==> src/rtl/tick_scheduler_if.sv <==
// Config and output bundle for tick_scheduler: valid/ready channel programming
// plus the shared divider counter and per-channel strobes.
interface tick_scheduler_if #(
  parameter int NUM_CH = 4,
  parameter int CNT_W  = 32,
  parameter int CNT_PW = 8
);
  localparam int CH_W = (NUM_CH > 1) ? $clog2(NUM_CH) : 1;

  logic              cfg_valid;
  logic              cfg_ready;
  logic [CH_W-1:0]   cfg_ch;
  logic              cfg_start;
  logic              cfg_mode;
  logic [4:0]        cfg_tap;
  logic [CNT_PW-1:0] cfg_count;
  logic [CNT_W-1:0]  divided_clocks;
  logic [NUM_CH-1:0] tick;
  logic [NUM_CH-1:0] busy;
  logic [NUM_CH-1:0] done;

  modport master (
    output cfg_valid, cfg_ch, cfg_start, cfg_mode, cfg_tap, cfg_count,
    input  cfg_ready, divided_clocks, tick, busy, done
  );

  modport slave (
    input  cfg_valid, cfg_ch, cfg_start, cfg_mode, cfg_tap, cfg_count,
    output cfg_ready, divided_clocks, tick, busy, done
  );
endinterface

==> src/rtl/tick_scheduler.sv <==
// Free-running divider shared by NUM_CH tick channels; each channel strobes on the
// rising edge of its selected counter bit, periodically or for a counted burst.
module tick_scheduler #(
  parameter int NUM_CH = 4,
  parameter int CNT_W  = 32,
  parameter int CNT_PW = 8
) (
  input  logic             clock,
  input  logic             reset_n,
  tick_scheduler_if.slave  cfg
);
  localparam int CH_W = (NUM_CH > 1) ? $clog2(NUM_CH) : 1;

  typedef enum logic {IDLE = 1'b0, RUN = 1'b1} state_t;

  logic [CNT_W-1:0]  cnt_q, cnt_d;
  logic              ready_q, ready_d;
  logic [NUM_CH-1:0] done_q;
  state_t            state_q [NUM_CH];
  logic              mode_q  [NUM_CH];
  logic [4:0]        tap_q   [NUM_CH];
  logic [CNT_PW-1:0] rem_q   [NUM_CH];
  logic [NUM_CH-1:0] tick_w;
  logic [NUM_CH-1:0] busy_w;
  logic              accept;

  // Rising edge of bit tap: low bits [tap:0] equal exactly 1<<tap.
  function automatic logic tap_hit(input logic [CNT_W-1:0] cnt, input logic [4:0] tap);
    logic [CNT_W-1:0] mask;
    mask = (CNT_W'(2) << tap) - CNT_W'(1);
    return (cnt & mask) == (CNT_W'(1) << tap);
  endfunction

  function automatic logic [4:0] clamp_tap(input logic [4:0] t);
    if (int'(t) > CNT_W - 1) return 5'(CNT_W - 1);
    return t;
  endfunction

  assign accept  = cfg.cfg_valid & ready_q;
  assign cnt_d   = cnt_q + CNT_W'(1);
  assign ready_d = ~accept;

  always_comb begin
    tick_w = '0;
    busy_w = '0;
    for (int c = 0; c < NUM_CH; c++) begin
      busy_w[c] = (state_q[c] == RUN);
      tick_w[c] = (state_q[c] == RUN) && tap_hit(cnt_q, tap_q[c]);
    end
  end

  always_ff @(posedge clock or negedge reset_n) begin
    if (!reset_n) begin
      cnt_q   <= '0;
      ready_q <= 1'b1;
      done_q  <= '0;
      for (int c = 0; c < NUM_CH; c++) begin
        state_q[c] <= IDLE;
        mode_q[c]  <= 1'b0;
        tap_q[c]   <= '0;
        rem_q[c]   <= '0;
      end
    end else begin
      cnt_q   <= cnt_d;
      ready_q <= ready_d;
      for (int c = 0; c < NUM_CH; c++) begin
        done_q[c] <= 1'b0;
        // A config to this channel wins over the same-cycle tick's bookkeeping.
        if (accept && cfg.cfg_ch == CH_W'(c)) begin
          if (cfg.cfg_start) begin
            mode_q[c] <= cfg.cfg_mode;
            tap_q[c]  <= clamp_tap(cfg.cfg_tap);
            rem_q[c]  <= cfg.cfg_count;
            if (cfg.cfg_mode && cfg.cfg_count == '0) begin
              state_q[c] <= IDLE;
              done_q[c]  <= 1'b1;
            end else begin
              state_q[c] <= RUN;
            end
          end else begin
            state_q[c] <= IDLE;
          end
        end else if (tick_w[c] && mode_q[c]) begin
          if (rem_q[c] == CNT_PW'(1)) begin
            state_q[c] <= IDLE;
            done_q[c]  <= 1'b1;
          end else begin
            rem_q[c] <= rem_q[c] - CNT_PW'(1);
          end
        end
      end
    end
  end

  assign cfg.cfg_ready      = ready_q;
  assign cfg.divided_clocks = cnt_q;
  assign cfg.tick           = tick_w;
  assign cfg.busy           = busy_w;
  assign cfg.done           = done_q;
endmodule

==> src/flat_wrapper.sv <==
// flat-port wrapper written by rule: the top's interface ports become plain ports
module tick_scheduler_flat 
#(
  parameter int NUM_CH = 4,
  parameter int CNT_W  = 32,
  parameter int CNT_PW = 8
)
  (clock, reset_n, cfg_cfg_valid, cfg_cfg_ch, cfg_cfg_start, cfg_cfg_mode, cfg_cfg_tap, cfg_cfg_count, cfg_cfg_ready, cfg_divided_clocks, cfg_tick, cfg_busy, cfg_done);
  tick_scheduler_if #(.NUM_CH(NUM_CH), .CNT_W(CNT_W), .CNT_PW(CNT_PW)) cfg_i ();
  input  logic clock;
  input  logic reset_n;
  input wire logic [$bits(cfg_i.cfg_valid)-1:0] cfg_cfg_valid;
  input wire logic [$bits(cfg_i.cfg_ch)-1:0] cfg_cfg_ch;
  input wire logic [$bits(cfg_i.cfg_start)-1:0] cfg_cfg_start;
  input wire logic [$bits(cfg_i.cfg_mode)-1:0] cfg_cfg_mode;
  input wire logic [$bits(cfg_i.cfg_tap)-1:0] cfg_cfg_tap;
  input wire logic [$bits(cfg_i.cfg_count)-1:0] cfg_cfg_count;
  output wire logic [$bits(cfg_i.cfg_ready)-1:0] cfg_cfg_ready;
  output wire logic [$bits(cfg_i.divided_clocks)-1:0] cfg_divided_clocks;
  output wire logic [$bits(cfg_i.tick)-1:0] cfg_tick;
  output wire logic [$bits(cfg_i.busy)-1:0] cfg_busy;
  output wire logic [$bits(cfg_i.done)-1:0] cfg_done;
  assign cfg_i.cfg_valid = cfg_cfg_valid;
  assign cfg_i.cfg_ch = cfg_cfg_ch;
  assign cfg_i.cfg_start = cfg_cfg_start;
  assign cfg_i.cfg_mode = cfg_cfg_mode;
  assign cfg_i.cfg_tap = cfg_cfg_tap;
  assign cfg_i.cfg_count = cfg_cfg_count;
  assign cfg_cfg_ready = cfg_i.cfg_ready;
  assign cfg_divided_clocks = cfg_i.divided_clocks;
  assign cfg_tick = cfg_i.tick;
  assign cfg_busy = cfg_i.busy;
  assign cfg_done = cfg_i.done;
  tick_scheduler #(.NUM_CH(NUM_CH), .CNT_W(CNT_W), .CNT_PW(CNT_PW)) u_core (.clock(clock), .reset_n(reset_n), .cfg(cfg_i));
endmodule
==> config.mk <==
export PLATFORM = sky130hd
export DESIGN_NAME = tick_scheduler_flat
export DESIGN_NICKNAME = d
export VERILOG_FILES = /design/src/rtl/tick_scheduler_if.sv /design/src/rtl/tick_scheduler.sv /design/src/flat_wrapper.sv
export SDC_FILE = /design/constraint.sdc
export NUM_CORES = 1
export LEC_CHECK = 0
export ABC_AREA = 0
export BUFFER_PORTS_ARGS = -buffer_cell sky130_fd_sc_hd__buf_4
export CAP_MARGIN = 20
export CORE_AREA = 8 8 179 181
export CTS_CLUSTER_DIAMETER = 200
export DETAILED_ROUTE_END_ITERATION = 7
export DIE_AREA = 0 0 187 189
export SLEW_MARGIN = 10
export SYNTH_ARGS = -nofsm -noshare
export SYNTH_HDL_FRONTEND = slang
export SYNTH_SLANG_ARGS = --single-unit
==> constraint.sdc <==
create_clock -name clock -period 9.9 [get_ports clock]
set_input_delay 0.495 -clock clock [delete_from_list [all_inputs] [get_ports clock]]
set_output_delay 0.495 -clock clock [all_outputs]
set_load 0.02 [all_outputs]
==> reports/metrics.csv <==
stage;metric;value;unit
logic_synthesis;Post-Synthesis Cells;1342;
status;status;finished clean;
logic_synthesis;#FFs+latches synth;97;
critical_path;CP Max Fanout;31;
clock_tree;Post-CTS Setup Inserts;0;
critical_path;crit path kind;reg -> out;
clock_tree;CTS max path bufs;2;
logic_synthesis;area leader, netlist;dfrtp_1;
logic_synthesis;synthesized area per cell;7.469;um2
place;dpl hpwl;25.82;mm
sta;Fin. Hold Viols;0;
critical_path;CP max stage cell;dfrtp_1;
sta;skew final;0.01738;ns
floorplan;Initial Util;34.27;%
logic_synthesis;number of enable flip-flop cells after synthesis;0;
critical_path;R2R Path Start;u_core.tap_q[16]$_DFFE_PN0P_;
place;dpl cell area;0.01055;mm2
critical_path;Worst R2R End;u_core.cfg.busy[0]$_DFFE_PN0P_;
logic_synthesis;Post-synth top flop;dfrtp_1;
clock_tree;Root Driver;clkbuf_16;
pwr;power per cell area;163.0;mW/mm2
final_layout;Layout area overhead;8.239;%
sta;setup tns final;0;ns
floorplan;die width;187;um
grt;global routing usage on met3;3.918;%
critical_path;WP data required;9.41;ns
floorplan;die area;0.03534;mm2
clock_tree;H-tree Lvls;3;
routing;post-route ant nets;0;
pwr;Max IR drop VDD;103.8;uV
place;# port buffers;64;
critical_path;crit-path max cell delay;0.64;ns
floorplan;Top Ports;65;
grt;global-route wire length before repair;60.53;mm
job;maxcap violations;0;
grt;met1 usage;29.60;%
clock_tree;CTS tree;built;
final_layout;Final Core Density;37.10;%
worst_hold_path;Hold Path Class;in -> async;
logic_synthesis;Syn Std Cell Area;0.01002;mm2
final_layout;diodes inserted;0;
grt;Total GRT Usage;21.34;%
pwr;Pleak;4.140;nW
floorplan;row cnt;63;
sta;max frequency;0.1890;GHz
final_layout;Filler Cell Count;3033;
final_layout;Final #Nets;1337;
sta;count of final setup violators;0;
grt;met2 usage;32.22;%
final_layout;share of layout cells above drive strength 1;11.31;%
clock_tree;CTS resizes;0;
grt;grt peak-use layer;met2;
clock_tree;number of CTS-inserted buffers;9;
sta;fin crit share;53.43;%
logic_synthesis;Post-Syn Nets;1375;
logic_synthesis;post-synthesis sequential area ratio;24.23;%
routing;via/cell ratio;6.515;
place;Post-Place Worst Slack;4.942;ns
critical_path;R2R setup slack;4.73;ns
clock_tree;worst-skew pair later-pin latency;0.37;ns
logic_synthesis;Ys Warns;0;
grt;global route total overflow;0;
final_layout;final instance area;0.01085;mm2
critical_path;Worst Reg-to-Reg Cells;12;
sta;Worst Max-Slew Pin Slew;1.070;ns
clock_tree;Reg clk slew, reported paths;0.09;ns
clock_tree;CTS Hold Bufs;0;
critical_path;critical path capture point type;output pin;
logic_synthesis;Synth top area share;23.97;%
sta;Slew headroom;28.13;%
routing;DR iter-0 viols;1776;
critical_path;Critical Path, Cell by Cell;buf_4 > nor3_1 > nand2_1 > ha_1 > or4_1 > a211o_1 > nand3_1 > nand4_1 > or4_4 > nor3_1 > buf_4;
grt;largest net degree at the start of global routing;65;
routing;routed len/inst;23.10;um
sta;RSZ-0062 raised after global routing;false;
critical_path;critical path startpoint category;flop;
logic_synthesis;count of different cell masters after synthesis;91;
floorplan;die height;189;um
routing;Detailed Routing Iterations Pass 1;6;
place;Placer Congestion;0.9461;
grt;initial antenna violation count;1;
sta;min Tclk post-route;5.290;ns
critical_path;crit path DAT;4.79;ns
clock_tree;clk sink count;97;
grt;number of global-route vias before repair;10080;
routing;Vias;11070;
logic_synthesis;ys async rst share;100.0;%
routing;drt drc;0;
routing;final WL;39.25;mm
sta;final-report max-slew violation count;0;
logic_synthesis;Synth area leaders;dfrtp_1, nand2_1, nor2_1, o21ai_0, xnor2_1;
sta;setup ws final;4.610;ns
pwr;Power Total;1.768;mW
floorplan;core area;0.02924;mm2
state kept, by name, indices dropped and copies added (netlist names):
register and count:
u_core.cfg.busy 4, u_core.cfg.cfg_ready 1, u_core.cfg.divided_clocks 32, u_core.cfg.done 4, u_core.mode_q 4, u_core.rem_q 32, u_core.tap_q 20
through the flow:
step	hold slack, ns	instances
floorplan	0.1994	1342
finish	0.08118	1699
detailed placement	0.4939	1682
global route	0.1128	1699
global placement	0.4961	1682
CTS	0.09680	1698
area by class of cell:
class                   instances  area, um2  area share (%)
multi-input cells            1065       6804           62.71
flip-flops and latches         97       2429           22.38
repair buffers                 91      683.2           6.297
well taps                     390      488.0           4.498
clock buffers                  10      239.0           2.203
inverters                      40      150.1           1.384
clock inverters                 6      56.30          0.5190
layout by cell type, fill, tap and decap left out, types with 14 or more instances in the layout:
master and count:
xnor2_1 32, o21ai_0 64, nor2_1 108, o211ai_1 17, a21oi_1 55, and3_1 18
o22ai_1 23, and4_1 14, mux2i_1 20, nand3_1 45, a211oi_1 20, nand2_1 143
nor2b_1 17, inv_1 40, nand4_1 30, nand2b_1 26, nor3_1 46, nor3b_1 15
and2_1 15, a31oi_1 23, or3_1 16, nor4_1 24, dfrtp_1 96, buf_4 91
metal layers:
metal,share of wire (%),routed length [um]
met5,0.11,42
met4,3.8,1478
met3,9.3,3636
met2,43,17050
met1,43,17040
cells in the mapped netlist (7+ instances only):
library cell / instances
a211oi_1: 20
a21o_1: 8
a21oi_1: 55
a22oi_1: 11
a2bb2oi_1: 8
a31oi_1: 23
a32oi_1: 13
and2_1: 15
and3_1: 18
and4_1: 14
buf_1: 10
buf_2: 47
clkbuf_1: 74
dfrtp_1: 96
ha_1: 13
inv_1: 40
mux2_2: 8
mux2i_1: 20
nand2_1: 143
nand2b_1: 26
nand3_1: 45
nand3b_1: 12
nand4_1: 30
nor2_1: 108
nor2b_1: 17
nor3_1: 46
nor3b_1: 15
nor4_1: 24
nor4b_1: 9
o211ai_1: 17
o21a_1: 7
o21ai_0: 64
o21ai_1: 9
o22ai_1: 23
o2bb2ai_1: 7
o311ai_0: 11
o31ai_1: 9
o32ai_1: 9
or3_1: 16
or4_1: 12
xnor2_1: 32
xor2_1: 10
worst max path at each step:
stage,start,slack (ns),cells after the start,endpoint
3_5_place_dp,u_core.tap_q[16]$_DFFE_PN0P_,4.94,12,u_core.cfg.busy[0]$_DFFE_PN0P_
2_1_floorplan,u_core.tap_q[8]$_DFFE_PN0P_,6.31,16,u_core.rem_q[11]$_DFFE_PN0P_
6_report,u_core.tap_q[16]$_DFFE_PN0P_,4.61,11,cfg_tick[0]
5_1_grt,u_core.tap_q[16]$_DFFE_PN0P_,4.24,11,cfg_tick[0]
4_1_cts,u_core.tap_q[16]$_DFFE_PN0P_,4.75,11,cfg_tick[0]
3_3_place_gp,u_core.tap_q[16]$_DFFE_PN0P_,5.00,12,u_core.cfg.busy[0]$_DFFE_PN0P_
power by group:
group | switching [mW] | total (mW) | leakage (nW) | internal [mW]
combinational | 0.590 | 0.898 | 2.79 | 0.308
sequential | 0.0510 | 0.502 | 1.20 | 0.451
clock | 0.184 | 0.368 | 0.149 | 0.184
cells by family after synthesis:
family,count (synthesis),synth area share (%)
simple gates,599,32.76
compound gates,383,26.94
buf+inv,180,7.889
flops,97,24.23
xor+xnor,42,3.670
mux,28,2.896
fa+ha+maj,13,1.623
worst max-delay path: cells and delay by family (launching register included):
family | cells | cell delay (ns)
AND/OR/NAND/NOR | 7 | 2.35
buffers and inverters | 2 | 0.57
flip-flops | 1 | 0.64
AO/OA/AOI/OAI | 1 | 0.28
adder cells (fa/ha/maj) | 1 | 0.58
Note: power is estimated with default switching activity, not from simulation.
